===== src/rtl/fifo_stream_reader.sv =====
// Burst reader: pulls a programmed number of words from a FIFO read port and
// streams them downstream through a 2-entry valid/ready output buffer.
module fifo_stream_reader #(
    parameter int DATA_WIDTH = 8,
    parameter int CNT_WIDTH  = 8
) (
    input  logic                  clk,
    input  logic                  rst,
    input  logic                  start,
    input  logic [CNT_WIDTH-1:0]  len,
    output logic                  fifo_rden,
    input  logic [DATA_WIDTH-1:0] fifo_data,
    input  logic                  fifo_empty,
    output logic [DATA_WIDTH-1:0] out_data,
    output logic                  out_valid,
    input  logic                  out_ready,
    output logic                  busy,
    output logic                  done
);

    typedef enum logic [1:0] {
        S_IDLE,
        S_READ,
        S_DRAIN,
        S_DONE
    } state_t;

    localparam logic [CNT_WIDTH-1:0] CNT_ONE = CNT_WIDTH'(1);

    state_t state;
    state_t state_nxt;

    logic [CNT_WIDTH-1:0]  len_q;
    logic [CNT_WIDTH-1:0]  issued;
    logic [CNT_WIDTH-1:0]  delivered;
    logic                  in_flight;
    logic [1:0]            occ;
    logic [DATA_WIDTH-1:0] slot0;
    logic [DATA_WIDTH-1:0] slot1;

    logic                  pop;
    logic                  capture;
    logic                  burst_start;
    logic [1:0]            credits;

    assign out_valid = (occ != 2'd0);
    assign out_data  = slot0;
    assign pop       = out_valid && out_ready;
    assign capture   = in_flight;

    // Slots still claimed at the next edge: buffered words plus the read in
    // flight, minus the word leaving this cycle, so a transfer frees its slot
    // for a new read in the same cycle and one word per cycle is sustained.
    assign credits = occ + {1'b0, in_flight} - {1'b0, pop};

    // NOTE: every output of this block gets a default before the case, so no
    // path through it can leave a signal unassigned and infer a latch.
    always_comb begin
        state_nxt   = state;
        burst_start = 1'b0;
        fifo_rden   = 1'b0;
        busy        = 1'b0;
        done        = 1'b0;

        unique case (state)
            S_IDLE: begin
                if (start) begin
                    if (len != '0) begin
                        burst_start = 1'b1;
                        state_nxt   = S_READ;
                    end else begin
                        state_nxt = S_DONE;
                    end
                end
            end

            S_READ: begin
                busy      = 1'b1;
                fifo_rden = !fifo_empty && (issued < len_q) && (credits < 2'd2);
                if (fifo_rden && (issued == len_q - CNT_ONE)) begin
                    state_nxt = S_DRAIN;
                end
            end

            S_DRAIN: begin
                busy = 1'b1;
                if ((delivered == len_q) && (occ == 2'd0) && !in_flight) begin
                    state_nxt = S_DONE;
                end
            end

            S_DONE: begin
                done      = 1'b1;
                state_nxt = S_IDLE;
            end

            default: state_nxt = S_IDLE;
        endcase
    end

    // NOTE: state is updated with non-blocking assignments so every register
    // samples the values from before the edge, independent of process order.
    always_ff @(posedge clk or posedge rst) begin
        if (rst) begin
            state <= S_IDLE;
        end else begin
            state <= state_nxt;
        end
    end

    always_ff @(posedge clk or posedge rst) begin
        if (rst) begin
            len_q     <= '0;
            issued    <= '0;
            delivered <= '0;
        end else if (burst_start) begin
            len_q     <= len;
            issued    <= '0;
            delivered <= '0;
        end else begin
            if (fifo_rden) begin
                issued <= issued + CNT_ONE;
            end
            if (pop) begin
                delivered <= delivered + CNT_ONE;
            end
        end
    end

    // Clearing in_flight on reset drops any word the FIFO is still returning.
    always_ff @(posedge clk or posedge rst) begin
        if (rst) begin
            in_flight <= 1'b0;
        end else begin
            in_flight <= fifo_rden;
        end
    end

    // NOTE: the two buffer slots are reset like ordinary registers because the
    // head slot drives out_data, which must read zero while reset is held.
    always_ff @(posedge clk or posedge rst) begin
        if (rst) begin
            occ   <= 2'd0;
            slot0 <= '0;
            slot1 <= '0;
        end else begin
            unique case ({capture, pop})
                2'b10: begin
                    if (occ == 2'd0) begin
                        slot0 <= fifo_data;
                    end else begin
                        slot1 <= fifo_data;
                    end
                    occ <= occ + 2'd1;
                end
                2'b01: begin
                    slot0 <= slot1;
                    occ   <= occ - 2'd1;
                end
                2'b11: begin
                    // Head leaves as the new word arrives; occupancy is unchanged.
                    if (occ == 2'd1) begin
                        slot0 <= fifo_data;
                    end else begin
                        slot0 <= slot1;
                        slot1 <= fifo_data;
                    end
                end
                default: ;
            endcase
        end
    end

endmodule


===== config.mk =====
export PLATFORM = sky130hd
export DESIGN_NAME = fifo_stream_reader
export DESIGN_NICKNAME = d
export VERILOG_FILES = /design/src/rtl/fifo_stream_reader.sv
export SDC_FILE = /design/constraint.sdc
export NUM_CORES = 1
export LEC_CHECK = 0
export CORE_ASPECT_RATIO = 1.5
export CORE_MARGIN = 4
export CORE_UTILIZATION = 56
export CTS_CLUSTER_SIZE = 16
export DETAILED_ROUTE_END_ITERATION = 10
export PLACE_DENSITY = 0.85
export REMOVE_ABC_BUFFERS = 1
export SLEW_MARGIN = 20
export SYNTH_ARGS = -nofsm -noshare
export SYNTH_HDL_FRONTEND = slang
export SYNTH_SLANG_ARGS = --single-unit

===== constraint.sdc =====
create_clock -name clk -period 4 [get_ports clk]
set_input_delay 0.8 -clock clk [delete_from_list [all_inputs] [get_ports clk]]
set_output_delay 0.8 -clock clk [all_outputs]
set_load 0.01 [all_outputs]

Word level (Yosys, flattened, before mapping)
Cells that the tools add are included.

storage, ports and cells
  flip-flop bits (word level) = 45
  bits of input ports = 21
  output and inout bits = 12

operators by class
  add/subtract/negate cells = 7
  $lt $le $gt $ge = 2
  eq/ne operators = 15
  multiplexer cells = 22
  reduce and logical (&&, ||, !) cells = 21

operators with widths
  kind                 count
  $mux 8               8
  $pmux 8 s3           1
  $add 8x1->8 const B  2
  $eq 8x8->1           2
  $pmux 8 s2           1
  $ne 2x2->1 const B   6
  $reduce_bool 2->1    5
  $eq 2x2->1 const B   4
  $lt 8x8->1           1
  $mux 2               4
  $pmux 2 s4           1
  $reduce_bool 8->1    1
  $sub 8x1->8 const B  1
  $eq 2x1->1 const B   3
  $logic_and 1x1->1    6
  $mux 1               6
  $reduce_and 3->1     2
  $logic_not 2->1      2
  $pmux 2 s2           1
  $reduce_bool 3->1    1
  $add 2x1->2          1
  $add 2x1->2 const B  1
  $logic_not 1->1      2
  $lt 2x2->1 const B   1
  other kinds (4)      4

Logic depth before layout (Yosys ltp)
Gate-level depths: netlist of run 1.

  depth after elaboration = 8
  mapped depth = 11

Worst setup path before layout of run 1
Ideal clock, no wire load.

  path type = input to output
  from = in out_ready
  to = out fifo_rden
  arrival time = 2.412 ns
  data required time = 3.200 ns
  slack = 0.788 ns
  cell stages on the path = 7
  buffers on the path = 1
  cells stage by stage = nor2b_1 > clkbuf_1 > ha_1 > nor2b_1 > xnor2_1 > nand3_1 > nor2_1

on the way
  cells in the longest elaborated chain, start to end = 5

RTL lines
  element             line  RTL
  start: declaration  16    input logic out_ready,
  $logic_and 1x1->1   48    assign pop = out_valid && out_ready;
  $sub 2x1->2         54    assign credits = occ + {1'b0, in_flight} - {1'b0, pop};
  $lt 2x2->1          79    fifo_rden = !fifo_empty && (issued < len_q) && (credits < 2'd2);
  $logic_and 1x1->1   79
  $mux 1              65    unique case (state)
  end: declaration    11    output logic fifo_rden,

Every way passes these cells.

Final worst setup path of run 1
Ends and elaborated chain as after synthesis.

==> results.md, run 1 <==
- Setup repair after global routing left no endpoint under its margin.
- The number of different library cells used by synthesis comes to roughly 40.
- Dividing the detail-routed wire length by the instance count gives ~15 um.
- The netlist area before placement is approximately 2700 sq um.
- For this block, the initial DRC count from the detailed router was 50.
- The maximum clock skew at final layout is between 0.004 and 0.005 ns.
- After global routing, the most crowded layer is met2.
- For this design, the CTS-stage hold fixing added 0 buffers.
- The headroom to the max-slew limit is around a third.
- At the pin with the least slew margin, the transition time is slightly below 1 ns.
- The worst setup path is launched from an input port.
- The switching share of power is between 30 and 40%.
- The number of global-route vias before repair is between 2000 and 2500.
- The die outline width is between 60 and 70 um.
- In the synthesized netlist the dominant register cell turns out to be dfrtp_1.
- Summed over all cells, the static leakage comes to around 0.0014 uW.
- Entering global routing, the biggest net connects 25 pins.
- The top cell type by area accounts for a little over two fifths of the synthesized area.
- The share of total power in the clock network is a little under a fifth.
- The number of pins with negative max-slew slack in the final report is 0.
- The remaining routing DRC violations is 0.
- The highest clock frequency the design can meet is 263.9 MHz.
- The starting density of the core is 58.62%.
- The via count is 2112.
- The number of flip-flops and latches in the synthesized netlist is 45.
- The post-synthesis cell count is about 280.
- The initial antenna violation count is 0.
- The post-CTS setup-driven buffer insertion count is 0.
- The worst setup slack after placement is between 0.2 and 0.25 ns.
- Global routing used between 20% and 30% of the available met1 tracks.
- The share of the yosys chip area belonging to registers is 41.61%.
- The startpoint-to-endpoint class of the critical path is in2out.
- The ratio of final minimum period to clock period is between 90% and 100%.
- Summed over all failing endpoints, the final setup total negative slack is 0 ns.
- After detailed routing, the number of vias per cell comes to ~5.5.
- The wire length of the first global-routing pass is 9549 um.
- The remaining antenna violation count is 0.
- The stage delay of the slowest cell on the critical path is 0.56 ns.
- Counting flops with an async set or reset pin after synthesis yields a share of 100.0%.
- The floorplan has 30 rows.
- The cell with the biggest individual delay on the critical path is clkdlybuf4s50_1.
- The post-route minimum period is approximately 3.8 ns.
- Max-cap violations in this run came to 0.
- The CTS buffer count is 5.
- Ranked by total cell area, the synthesized netlist is headed by dfrtp_1, ha_1, xnor2_1.
- In this design, the largest share of critical-path delay is due to buffers and inverters.
- In the post-synthesis netlist, the cell with the most instances is dfrtp_1.
- STA puts the critical path data required time at between 3 and 4 ns.
- In this run the worst path has a maximum fanout of 4.
- The detailed-route wire length is roughly 5600 um.
- For the worst setup path, the data arrival time is about 3.0 ns.
- CTS placed an instance of clkbuf_8 at the clock tree root.
- The class of the worst hold path is reg2reg.
- The detailed placement HPWL is roughly 4300 um.
- Ranked by instance count, the synthesized netlist is headed by dfrtp_1, nand2_1, o21ai_0.
- The later-pin clock latency in the skew report is 0.30 ns.
- For this run the aggregate overflow at the end of global routing stands at 0.
- The die covers ~6000 sq um.
- The area overhead of the layout relative to synthesis is 20.43%.
- The pre-antenna-repair detailed-routing pass consisted of 4 iterations.
- The number of enable-type register cells in the synthesized netlist is 0.
- Per report_power, the combinational group accounts for 44.0% of the total.
- From bottom edge to top edge, the die measures roughly 93 um.
- The maximum clock insertion buffer count is 2.
- The sequential fraction of design power is between 30% and 40%.
- The smallest setup slack after layout is between 0.2 and 0.25 ns.
- The number of H-tree levels is 2.
- The worst setup path is captured at an output pin.
- Clock-pin slew was measured on the worst setup and hold paths at about 0.080 ns.
- The post-synthesis area per instance is 9.700 sq um.
- Dividing total power by cell area gives a power density of ~650 nW/um^2.
- The run finished with clean final reports.
- The TritonCTS clock tree is yes.
- Summed over all nets, the switching power comes to a little under 800 uW.
- The met3 usage in global routing is 3.846%.
- The clock net sink count is 45.
- The met2 routing resource usage after global routing is between 30% and 40%.
- 0 antenna diodes ended up in the layout.
- The final layout net count is around 360.
- The placer's final routability congestion estimate is 0.8945.
- The number of setup violations in the final report is 0.
- The cell internal power dissipation is ~1400 uW.
- Pin placement for this block handled 33 I/O pins.
- The final-report hold violation count is 0.
- The critical path contains buffers and inverters numbering 2 combined.
- Traced cell by cell, the critical path runs through clkdlybuf4s50_1 > nor2b_1 > ha_1 > nor2b_1 > xnor2_1 > nand3_1 > nor2_1 > clkdlybuf4s50_1.
- Global routing consumed, over all layers together, around a fifth of the routing resources.
- The post-synthesis cell type with the largest combined area is dfrtp_1.
- Across the VDD grid, the largest voltage drop is around 0.43 mV.
- The placeable core region is about 4600 sq um.
- The number of resized instances in the post-cts repair step is 0.
- For this run, the number of Yosys warnings is 0.
- The count of buffers added on input and output ports is 32.
- In the final layout, the share of cells above drive strength 1 is under 10%.
kinds of logic (layout without fill, tap and decap cells):
group	count (synthesis)	after routing	synth area share [%]
mux	12	12	4.808
flops	45	45	41.61
compound gates	57	57	13.36
fa+ha+maj	22	22	10.17
simple gates	86	86	16.00
buf+inv	26	66	4.022
xor+xnor	31	31	10.03
path summary, 6_finish.rpt:
path,from,cells past startpoint,slack (ns),endpoint
max in group asynchronous,rst,3,2.42,len_q[4]
worst max-delay path,out_ready,8,0.21,fifo_rden
worst min-delay path,out_data[4],2,0.49,out_data[4]
worst max register to register,occ[0],11,1.50,issued[5]
min in group asynchronous,rst,2,0.85,out_data[4]
worst min register to register,out_data[4],2,0.49,out_data[4]
flip-flops by register name, summed over array words and instances (netlist names):
signal,cells
issued,8
state,2
delivered,8
occ,2
out_data,8
len_q,8
slot1,8
capture,1
layer usage:
layer	routed length, um	vias to the layer above
li1	-	1054
met1	2203	980
met2	2990	63
met3	250	15
met4	186	0
met5	0	-
cells in the final DEF (no fill, tap or decap), types with 2 or more instances in the layout:
cell type	instances
clkbuf_8	5
dfrtp_1	45
and2_1	2
a21oi_1	7
nand3_1	5
and4_1	2
ha_1	22
mux2i_1	4
nor2_1	19
nand2b_1	2
xor2_1	13
a31oi_1	3
nor3_1	7
bufinv_16	2
mux2_2	8
or3_1	2
a211oi_1	5
nand2_1	27
a22oi_1	8
nor4_1	5
xnor2_1	18
nand4_1	4
clkdlybuf4s50_1	32
o21ai_0	23
inv_1	18
buf_4	7
o21a_1	2
nor2b_1	5
worst reg2reg max path: stages, from the launching register on:
cell	delay, ns
dfrtp_1	0.41
inv_1	0.07
ha_1	0.24
nor2b_1	0.22
ha_1	0.31
nor2b_1	0.15
xnor2_1	0.18
nand3_1	0.15
buf_4	0.18
nor4_1	0.28
xnor2_1	0.16
nor2_1	0.06
through the flow:
stage	power [uW]	cells	hold slack [ns]	utilization [%]	cell area [sq um]
6_report	2129	383	0.4857	70.60	3259
5_1_grt	2295	383	0.5083	70.60	3259
4_1_cts	2146	383	0.4883	70.60	3259
3_5_place_dp	1735	375	0.4693	67.70	3126
3_3_place_gp	1686	375	0.4606	67.70	3126
2_1_floorplan	1388	272	0.4816	-	2669
area by class of cell:
class / instances / area (sq um)
Timing Repair Buffer: 39 / 372.9
Clock inverter: 3 / 65.06
Sequential cell: 45 / 1126
Multi-Input combinational cell: 208 / 1475
Tap cell: 64 / 80.08
Inverter: 19 / 71.32
Fill cell: 365 / 1358
Clock buffer: 5 / 68.82
power by group through the flow:
stage,registers [uW],clock network [uW],logic (uW)
after floorplan,776,0,612
after global placement,785,0,901
after detailed placement,800,0,935
after CTS,790,410,947
after global routing,813,430,1050
final,789,403,938
No activity file was read; power rests on OpenSTA's default activity.
==> run 2, diff against run 1 <==
--- a/config.mk
+++ b/config.mk
@@ -6,11 +6,11 @@
 export NUM_CORES = 1
 export LEC_CHECK = 0
 export CORE_ASPECT_RATIO = 1.5
-export CORE_MARGIN = 4
 export CORE_UTILIZATION = 56
 export CTS_CLUSTER_SIZE = 16
 export DETAILED_ROUTE_END_ITERATION = 10
 export PLACE_DENSITY = 0.85
+export RECOVER_POWER = 100
 export REMOVE_ABC_BUFFERS = 1
 export SLEW_MARGIN = 20
 export SYNTH_ARGS = -nofsm -noshare
==> run 2 against run 1 <==
Compared with the run above: clock power down 24%; design area down 1.8%; register-to-register slack got worse by 0.26 ns; non-clock buffer count up 1; global-route usage is 5.8 points higher; routed wire length up 4.4%; combinational power fell by 3.4%; the run now ends with capacitance limit, slew limit left; critical endpoint unchanged.
==> results.md, run 2 (synthesis results as in run 1) <==
- Result of the run: complete, but fails checks (was complete, no violations).
- The checks that failed: capacitance limit, slew limit.
- The CTS buffer count came to 5 (unchanged).
- The per-cell routed wire length is 15.31 um (was 14.70 um).
- The detailed-route wire length is 5879 um (was 5630 um).
- The placer's final routability congestion estimate is 0.8126 (was 0.8945).
- The hold-critical path depth is 2 (unchanged).
- The reported leakage power was 0.001399 uW (was 0.001420 uW).
- The die outline width is 58.76 um (was 64.76 um).
- The chip height is 87.14 um (was 93.14 um).
- The timing startpoint of the critical path is out_ready (unchanged).
- The leading cell type in the layout, fill and taps excluded is dfrtp_1 (unchanged).
- The number of logic stages on the critical path including buffering is 8 (unchanged).
- The highest clock frequency the design can meet is 261.7 MHz (was 263.9 MHz).
- The number of cell rows is 30 (unchanged).
- The number of H-tree levels is 2 (unchanged).
- Commonest cells after routing, fill and taps aside: dfrtp_1, nand2_1, o21ai_0, ha_1 (was dfrtp_1, clkdlybuf4s50_1, nand2_1, o21ai_0, ha_1).
- The initial antenna violation count was 0 (unchanged).
- The post-placement cell area is 3133 sq um (was 3126 sq um).
- The startpoint-to-endpoint class of the critical path was in2out (unchanged).
- The setup TNS after final layout is 0 ns (unchanged).
- The category of the worst setup path capture point is an output pin (unchanged).
- The antenna diode count was 0 (unchanged).
- The remaining antenna violation count was 0 (unchanged).
- The number of global-route vias before repair is 2262 (was 2170).
- The power density over cell area is 627.4 nW/um^2 (was 653.2 nW/um^2).
- The wire length of the first global-routing pass was 9908 um (was 9549 um).
- The maximum ir drop on the vdd rail is 0.4160 mV (was 0.4319 mV).
- The busiest metal layer after global routing is met2 (unchanged).
- The share of layout cells above drive strength 1 is 6.875% (was 9.091%).
- The final core area utilization was 69.89% (was 70.60%).
- The clock input transition at the sequential cells of the worst setup and hold paths is 0.08 ns (about the same).
- The final layout net count is 362 (was 361).
- The maximum fanout count along the critical path was 4 (unchanged).
- The total of buffers placed on input and output ports is 32 (unchanged).
- The TritonCTS clock tree is yes (unchanged).
- The startpoint class of the critical path is an input port (unchanged).
- The post-CTS setup-driven buffer insertion count is 0 (unchanged).
- The endpoint of the lowest-slack register-to-register path is slot1[4] (was issued[5]).
- The number of cell instances on the worst register-to-register path is 11 (unchanged).
- Crit path cell chain: clkdlybuf4s50_1 > nor2b_1 > ha_1 > nor2b_1 > xnor2_1 > nand3_1 > nor2_1 > clkdlybuf4s50_1 (unchanged).
- The worst min-delay path endpoint is out_data[0] (was out_data[4]).
- The total routing resource utilization after global routing is 25.63% (was 19.85%).
- The placeable core region came to 4579 sq um (was 4617 sq um).
- The worst path required time was 3.20 ns (about the same).
- The number of hold buffers added after cts was 0 (unchanged).
- The starting density of the core is 59.10% (was 58.62%).
- The clock root buffer master is clkbuf_8 (unchanged).
- Unrepaired setup endpoints after global routing: no (unchanged).
- The full die area is 5120 sq um (was 6032 sq um).
- The worst reg2reg path startpoint is occ[0] (unchanged).
- The number of maximum-capacitance constraint violations was 1 (was 0).
- The number of setup violations in the final report is 0 (unchanged).
- The per-cell via count in the routed design came to 5.781 (was 5.514).
- The count of routing violations after the opening detailed-route iteration is 90 (was 50).
- The overall overflow remaining after global route was 0 (unchanged).
- The clock net sink count is 45 (unchanged).
- The number of resized instances in the post-cts repair step is 0 (unchanged).
- The reg-to-reg setup timing slack came to 1.24 ns (was 1.50 ns).
- The area of the multi-input gates is 1464 sq um (was 1475 sq um).
- The maximum number of pins on one net before global-route repair is 31 (was 25).
- The met1 capacity usage during global routing is 26.62% (was 21.40%).
- The met2 routing resource usage after global routing is 48.24% (was 36.38%).
- The maximum clock skew at final layout is 0.002631 ns (was 0.004082 ns).
- The via count was 2220 (was 2112).
- The post-route minimum period is 3.821 ns (was 3.789 ns).
- The arrival time at the worst endpoint is 3.02 ns (was 2.99 ns).
- The class of the worst hold path is reg2reg (unchanged).
- The met3 usage in global routing is 5.349% (was 3.846%).
- The critical path's top delay family is buffers and inverters (unchanged).
- The number of buffers and inverters on the critical path is 2 (unchanged).
- The I/O pin count is 33 (unchanged).
- The headroom to the max-slew limit is -6.347% (was 34.31%).
- The transition at the pin with the smallest max-transition slack is 1.595 ns (was 0.9853 ns).
- The later-pin clock latency in the skew report came to 0.30 ns (about the same).
- The maximum clock insertion buffer count came to 2 (unchanged).
- The final-report hold violation count is 0 (unchanged).
- The hold path startpoint is out_data[0] (was out_data[4]).
- The stage delay of the slowest cell on the critical path was 0.55 ns (was 0.56 ns).
- The cell area after layout was 3201 sq um (was 3259 sq um).
- The ratio of final minimum period to clock period is 95.53% (was 94.72%).
- The detailed placement HPWL is 4295 um (was 4344 um).
- The cell with the biggest individual delay on the critical path is clkdlybuf4s50_1 (unchanged).
- The remaining routing DRC violations is 0 (unchanged).
- The count of TritonRoute iterations in the first routing pass is 4 (unchanged).
- The number of pins with negative max-slew slack in the final report is 31 (was 0).
- The register area is 1126 sq um (unchanged).
- The area overhead of the layout relative to synthesis was 18.26% (was 20.43%).
- The filler cell count is 372 (was 365).
==> run 2: layout make-up <==
class                      instances  share of cell area (%)
clock inverter                     1                  0.1564
tap                               64                   2.502
multi-input combinational        208                   45.74
inverter                          19                   2.228
sequential                        45                   35.18
clock buffer                       7                   3.010
timing repair buffer              40                   11.18
==> run 2: worst register-to-register path, stage by stage, from the launching register on <==
cell,delay [ns]
dfrtp_1,0.41
inv_1,0.06
ha_1,0.24
nor2b_1,0.24
clkbuf_1,0.40
inv_1,0.10
ha_1,0.20
nand2_1,0.06
o21ai_0,0.07
a21oi_1,0.11
clkbuf_1,0.37
mux2_2,0.39
==> run 2: stage by stage <==
step	hold WS (ns)	worst slack, ns	cells	total power (uW)
6_report	0.4756	0.1786	384	2008
5_1_grt	0.5111	0.08504	384	2175
4_1_cts	0.4875	0.1578	384	2066
3_5_place_dp	0.4689	0.2091	376	1746
3_3_place_gp	0.4610	0.2559	376	1690
2_1_floorplan	0.4816	0.6808	272	1388
==> run 2: how the worst max path moves through the flow <==
stage                end  slack (ns)
6_report       fifo_rden        0.18
5_1_grt        fifo_rden        0.09
4_1_cts        fifo_rden        0.16
3_5_place_dp   fifo_rden        0.21
3_3_place_gp   fifo_rden        0.26
2_1_floorplan  fifo_rden        0.68
==> run 2: routing by layer <==
| layer | vias up | wire [um] |
|---|---|---|
| met5 | - | 0 |
| met4 | 0 | 165 |
| met3 | 13 | 212 |
| met2 | 65 | 3261 |
| met1 | 1092 | 2240 |
| li1 | 1050 | - |
==> run 2: power breakdown <==
part           switching, uW  internal, uW
registers                170           624
clock network            152           156
logic                    464           442
total                    786          1220
